`src/rtl/store_buffer_pkg.sv`:
```
// Shared widths and the store-entry record for the store buffer slice.
package store_buffer_pkg;

  localparam int SB_ADDR_W = 16;
  localparam int SB_DATA_W = 16;

  typedef struct packed {
    logic [SB_ADDR_W-1:0] addr;
    logic [SB_DATA_W-1:0] data;
  } sb_entry_t;

endpackage

```
`src/rtl/sb_match.sv`:
```
// Youngest-match search over the occupied window of the circular store buffer.
module sb_match #(
  parameter int  DEPTH  = 4,
  parameter int  ADDR_W = 16,
  localparam int IW     = $clog2(DEPTH)
) (
  input  logic [ADDR_W-1:0] addrs [DEPTH],
  input  logic [IW-1:0]     head,
  input  logic [IW:0]       count,
  input  logic [ADDR_W-1:0] ld_addr,
  output logic              hit,
  output logic [IW-1:0]     idx
);

  logic [IW-1:0] pos;

  // Walk oldest to youngest so the last match seen is the youngest one.
  always_comb begin
    hit = 1'b0;
    idx = '0;
    pos = '0;
    for (int unsigned k = 0; k < DEPTH; k++) begin
      pos = head + IW'(k);
      if (((IW+1)'(k) < count) && (addrs[pos] == ld_addr)) begin
        hit = 1'b1;
        idx = pos;
      end
    end
  end

endmodule

```
`src/rtl/store_buffer.sv`:
```
// Store buffer between MEM-stage issue logic and single-port data memory.
module store_buffer
  import store_buffer_pkg::*;
#(
  parameter int DEPTH  = 4,
  parameter int ADDR_W = SB_ADDR_W,
  parameter int DATA_W = SB_DATA_W
) (
  input  logic              CLK,
  input  logic              Reset_n,
  input  logic              St_Valid,
  input  logic [ADDR_W-1:0] St_Addr,
  input  logic [DATA_W-1:0] St_Data,
  output logic              St_Ready,
  input  logic              Ld_Req,
  input  logic [ADDR_W-1:0] Ld_Addr,
  output logic [DATA_W-1:0] Ld_Data,
  output logic              Ld_Stall,
  output logic              Empty,
  output logic [ADDR_W-1:0] Address,
  output logic              Mem_Write,
  output logic              Mem_Read,
  output logic [DATA_W-1:0] DM_WData,
  input  logic [DATA_W-1:0] DM_RData
);

  localparam int IW = $clog2(DEPTH);

  logic [ADDR_W-1:0] ent_addr [DEPTH];
  logic [DATA_W-1:0] ent_data [DEPTH];
  logic [IW-1:0]     head, tail;
  logic [IW:0]       count;

  logic          full, hit, ld_miss, ld_port, drain, enq;
  logic [IW-1:0] hit_idx;

  sb_match #(
    .DEPTH  (DEPTH),
    .ADDR_W (ADDR_W)
  ) u_match (
    .addrs   (ent_addr),
    .head    (head),
    .count   (count),
    .ld_addr (Ld_Addr),
    .hit     (hit),
    .idx     (hit_idx)
  );

  // A drain is suppressed in a reset cycle so the entry being discarded never reaches DM.
  always_comb begin
    full     = (count == (IW+1)'(DEPTH));
    ld_miss  = Ld_Req && !hit;
    ld_port  = ld_miss && !full;
    drain    = Reset_n && (count != '0) && !ld_port;
    enq      = St_Valid && !full;

    St_Ready  = !full;
    Empty     = (count == '0);
    Ld_Stall  = ld_miss && full;
    Mem_Read  = ld_port;
    Mem_Write = drain;
    Address   = '0;
    DM_WData  = '0;
    Ld_Data   = '0;

    if (ld_port) begin
      Address = Ld_Addr;
      Ld_Data = DM_RData;
    end else if (drain) begin
      Address  = ent_addr[head];
      DM_WData = ent_data[head];
    end
    if (Ld_Req && hit) Ld_Data = ent_data[hit_idx];
  end

  always_ff @(posedge CLK) begin
    if (!Reset_n) begin
      head  <= '0;
      tail  <= '0;
      count <= '0;
    end else begin
      if (enq) begin
        ent_addr[tail] <= St_Addr;
        ent_data[tail] <= St_Data;
        tail           <= tail + IW'(1);
      end
      if (drain) head <= head + IW'(1);
      if (enq && !drain)      count <= count + (IW+1)'(1);
      else if (!enq && drain) count <= count - (IW+1)'(1);
    end
  end

endmodule

```
`config.mk`:
```
export PLATFORM = sky130hd
export DESIGN_NAME = store_buffer
export DESIGN_NICKNAME = d
export VERILOG_FILES = /design/src/rtl/store_buffer_pkg.sv /design/src/rtl/sb_match.sv /design/src/rtl/store_buffer.sv
export SDC_FILE = /design/constraint.sdc
export NUM_CORES = 1
export LEC_CHECK = 0
export CORE_MARGIN = 5
export CORE_UTILIZATION = 35
export DETAILED_ROUTE_END_ITERATION = 10
export PLACE_DENSITY = 0.66
export SETUP_SLACK_MARGIN = 0.02
export SYNTH_ARGS = -nofsm -noshare
export SYNTH_HDL_FRONTEND = slang
export SYNTH_SLANG_ARGS = --single-unit
export TNS_END_PERCENT = 1
```
`constraint.sdc`:
```
create_clock -name CLK -period 11.2 [get_ports CLK]
set_clock_uncertainty 0.2 [all_clocks]
set_input_delay 2.24 -clock CLK [delete_from_list [all_inputs] [get_ports CLK]]
set_output_delay 2.24 -clock CLK [all_outputs]
set_load 0.005 [all_outputs]
```
======== Word level (Yosys, flattened, before mapping) ========
Memory sizes are Yosys's and may differ from the RTL's. A register that Yosys moved wholly into a read port is not among the register bits.
Cells that the tools add are included.
operators by class
  add/subtract/negate cells ............... 6
  divide/modulo/power cells ............... 0
  equal/unequal tests ..................... 5
  bitwise logic cells ..................... 5
  multiply operators ...................... 0
  muxes and demuxes ....................... 36
  shifts and indexed selects .............. 0
  reductions and logical operators ........ 23
  $lt $le $gt $ge ......................... 10
operators with widths
  kind                 number
  $mux 16              15
  $bmux 16 s2          4
  $bwmux 64            1
  $eq 16x16->1         4
  $demux 16 s2         1
  $ge 3x3->1 const B   5
  $not 2->3            5
  $logic_and 1x1->1    14
  $mux 2               6
  $mux 1               7
  $lt 1x3->1 const A   2
  $lt 2x3->1 const A   2
  $mux 3               2
  $logic_not 1->1      5
  $add 2x1->2 const B  2
  $add 2x2->2 const B  2
  $add 3x1->3 const B  1
  $eq 3x3->1 const B   1
  $logic_not 3->1      1
  $lt 3x1->1 const B   1
  $reduce_bool 3->1    1
  $sub 3x1->3 const B  1
  $reduce_and 2->1     1
  $reduce_bool 2->1    1
storage, ports and cells
  memories kept ........................... 1
  logic and storage cells ................. 93
  latch bits .............................. 0
  memory bits (writable) .................. 64
  ROM bits ................................ 0
  bits in registers ....................... 71
memories
  name      depth  bits a word  rd ports  clocked after Yosys merged registers in  wr ports  RTL line            source
  ent_data  4      16           2         1                                        1         store_buffer.sv:30  logic [DATA_W-1:0] ent_data [DEPTH];

======== Logic depth before layout (Yosys ltp) ========
  depth in word-level cells ............... 18
  gate-level depth with buffers ........... 17
  gate-level depth less buffers ........... 10

======== Cells and area by module ========
A second synthesis with hierarchy kept.
second synthesis, totals
  cells, all modules ...................... 561
  area, all modules ....................... 8,510.7 sq um
modules (own cells, without submodules)
  module        area each (sq um)  cells each  times used
  store_buffer  5,921.9            298         1
  sb_match      2,588.7            263         1

======== Worst setup path after synthesis ========
No wires, ideal clock.
  path type ............................... input to output
  start ................................... input Ld_Addr[13]
  end ..................................... output Ld_Data[10]
  cell stages on the path ................. 13
  required time ........................... 8.760 ns
  path buffers ............................ 3
  arrival time ............................ 4.804 ns
  setup slack ............................. 3.956 ns
  cell sequence ........................... clkbuf_1 -> nand2_1 -> mux2i_1 -> a21oi_1 -> or4_1 -> or4_1 -> buf_4 -> nand2_1 -> a31oi_1 -> o211ai_4 -> buf_8 -> mux2i_1 -> a22o_1
on the way
  longest elaborated chain between the ends .. 11
  elaborated cells on any way between the ends .. 23
  those cells by class .................... eq/ne: 4; mux: 10; reduce/logical: 8; memory: 1
ends and longest elaborated chain
  item                 RTL line            source
  start, declared      store_buffer.sv:16  input logic [ADDR_W-1:0] Ld_Addr,
  $eq 16x16->1         sb_match.sv:24      if (((IW+1)'(k) < count) && (addrs[pos] == ld_addr)) begin
  $logic_and 1x1->1    sb_match.sv:24
  $mux 1 (4 in a row)  sb_match.sv:24
  $logic_not 1->1      store_buffer.sv:52  ld_miss = Ld_Req && !hit;
  $logic_and 1x1->1    store_buffer.sv:52
  $logic_and 1x1->1    store_buffer.sv:53  ld_port = ld_miss && !full;
  $mux 16              store_buffer.sv:66  if (ld_port) begin
  $mux 16 (*)          store_buffer.sv:73  if (Ld_Req && hit) Ld_Data = ent_data[hit_idx];
  end, declared        store_buffer.sv:17  output logic [DATA_W-1:0] Ld_Data,
Every way passes the cells marked *; elsewhere a longest branch is shown, timed or not.

======== Worst setup path in the final report ========
  start ................................... input Ld_Addr[7]
  end ..................................... output Ld_Data[15]
Same word-level chain as after synthesis.

==> flow_summary.yaml <==
outcome:
  outcome: "completed"
routing:
  vias_per_cell: 5.560
  drt-total-wl_um: 25000
  wl_per_cell_um: 19.50
  drt_iter0_markers: 597
  vias: 7128
  ant_nets: 0
  drc: 0
  first_pass_iters: 7
worst_setup_path:
  regToRegSetupSlack_ns: 6.18
  crit_path_max_fanout: 46
  crit_path_start_kind: "primary input"
  cp_data_required_time_ns: 8.76
  crit_arrival_ns: 6.77
  critPathKind: "primary input to output port"
  crit_path_end_kind: "output port"
  regToRegEndpoint: "count[1]"
  r2r_cells: 10
  r2r-start: "head[0]"
placement:
  gp_congestion: 0.9022
  place_area_sq_um: 11060
  io_buffers: 120
  pre_cts_ws_ns: 1.960
  placed_cells: 1250
  hpwl_um: 17000
pwr:
  seqPwrFrac_pct: 32.3
  comb_power_share_pct: 41.9
  powerDensity_nw_per_um2: 179.5
  swShare_pct: 34.48
  total_power_mw: 2.086
  pwr-share-clk_pct: 25.8
  p_sw_mw: 0.7193
  internal-power_mw: 1.367
  p_leak_nw: 3.505
  peakVddDrop_mv: 0.1020
clock_network:
  cts_setup_buffers: 0
  cts.repair.resized: 0
  htree_num_levels: 4
  cts_buffer_depth: 2
  insertion_delay_ns: 0.42
  clk_pin_slew_ns: 0.06
  cts_num_sinks: 137
  cts_hold_buf: 0
  cts_tree: "yes"
  cts_buffers: 17
  cts-root-buf: "clkbuf_16"
timing:
  tightest_slew_ns: 1.081
  finalSetupViolCount: 0
  fin_setup_tns_ns: 0
  layout_setup_ws_ns: 1.989
  whs_ns: 0.3070
  period_minus_slack_ns: 9.211
  fmax_ghz: 0.1086
  slew_headroom_pct: 27.75
  hold_violations: 0
  fin_crit_sh_pct: 82.24
  finalMaxSlewViolations: 0
  rsz0062_at_grt: "false"
flow_run:
  drv_cap: 0
yosys:
  synthesis.nets: 903
  ys_types: 64
  synth_area_leaders: "edfxtp_1, mux4_2, mux2i_1"
  synth_flop_cell: "edfxtp_1"
  synth.most_common_cell: "edfxtp_1"
  ys_seq_elements: 137
  syn_area_sq_um: 9747
  yosysWarnings: 0
  synth-edff-count: 128
  seq_area_frac_synth_pct: 41.28
  synthTopCellsByCount: "edfxtp_1, mux2i_1, mux4_2, nor2_1"
  synthCells: 828
  async_flop_share_pct: 0
  avgSynthCellArea_sq_um: 11.77
  synth_top_area_share_pct: 39.44
  synth_top_cell_by_area: "edfxtp_1"
floorplan:
  io-pin-count: 121
  row_count: 61
  die_area_sq_um: 31280
  chipWidth_um: 176.9
  die_y_um: 176.9
  initial_core_util_pct: 35.28
  coreArea_sq_um: 27630
finish:
  num-fill-cells: 2600
  fin_nets: 966
  diodes: 0
  area_growth_pct: 19.24
  drive_gt1_share_pct: 16.26
  fin_area_sq_um: 11620
  final_core_util_pct: 42.07
  final_cells: 1282
global_route:
  grt_usage_pct: 15.91
  grt_max_degree: 132
  antenna_found_initial: 1
  grt_pass1_vias: 6870
  grt-ovfl-total: 0
  grt_pass1_wl_um: 38800
worst_hold_path:
  whs_endpoint: "tail[1]"
  worstHoldStart: "tail[1]"
  hold_class: "flop to flop"
  min_path_cells: 2
power by group through the flow:
stage	clock [mW]	combinational (mW)	sequential, mW
floorplan	0	0.714	0.624
global placement	0	0.868	0.682
detailed placement	0	0.876	0.686
CTS	0.547	0.881	0.675
global route	0.573	0.954	0.684
finish	0.538	0.875	0.674
placed cells by master (no fill, tap or decap), types with 3 or more instances in the layout:
cell type	count
inv_6	4
nor2_1	51
or4_1	3
edfxtp_1	128
and3_2	5
mux2i_1	75
nor3b_1	3
mux4_2	63
buf_4	8
nor4_1	3
a22o_1	30
xor2_1	18
clkinvlp_4	4
inv_1	9
or4b_1	7
nand2_1	49
ha_1	7
nand4_1	38
nor3_1	34
or4b_2	23
and2_1	18
nand3_1	5
a21oi_1	7
xnor2_1	49
o21ai_0	34
clkinv_4	3
nor2b_1	31
clkdlybuf4s50_1	120
dfxtp_1	7
clkbuf_16	17
registers in the layout (all words and copies together) (netlist names), named ones only:
register	cells
head	2
ent_data	64
tail	2
count	3
ent_addr	64
metal layers:
metal	vias to the layer above	share of wire (%)	GRT usage, %
met5	-	0.052	0
met4	2	2.7	6.480
met3	43	4.4	2.606
met2	203	48	25.08
met1	3552	45	21.96
li1	3328	-	-
final cells by class:
type,count,area (sq um),share of cell area [%]
Tap cell,378,473.0,4.069
Inverter,9,33.78,0.2907
Timing Repair Buffer,128,1261,10.85
Multi-Input combinational cell,598,5256,45.23
Clock buffer,17,425.4,3.660
Clock inverter,15,141.4,1.216
Sequential cell,137,4031,34.69
worst max-delay path: stages:
cell and delay (ns):
clkdlybuf4s50_1 0.75, or2_2 0.21, a21oi_1 0.05, or4_1 0.52, or4_1 0.61, a21oi_4 0.91, buf_4 0.35, or4b_2 0.15
nand4_1 0.08, mux2i_1 0.22, a22o_1 0.16, clkdlybuf4s50_1 0.50
cell families after synthesis:
| family | count (synthesis) | synth area share (%) |
|---|---|---|
| AOI/OAI and AO/OA | 97 | 7.266 |
| xor gates and xnor gates | 67 | 6.021 |
| adders and majority gates | 8 | 1.001 |
| buffers and inverters | 93 | 4.955 |
| DFF | 137 | 41.28 |
| muxes | 141 | 22.76 |
| and+or+nand+nor | 285 | 16.71 |
worst max path at each step:
stage	start	endpoint	slack, ns	cells after the start
finish	Ld_Addr[7]	Ld_Data[15]	1.99	12
global route	Ld_Addr[7]	Ld_Data[4]	1.63	12
CTS	Ld_Addr[7]	Ld_Data[15]	1.94	12
detailed placement	Ld_Addr[7]	Ld_Data[15]	1.96	12
global placement	Ld_Addr[7]	Ld_Data[13]	2.00	12
floorplan	Ld_Addr[13]	Ld_Data[10]	3.96	13
No activity file was read; power rests on OpenSTA's default activity.
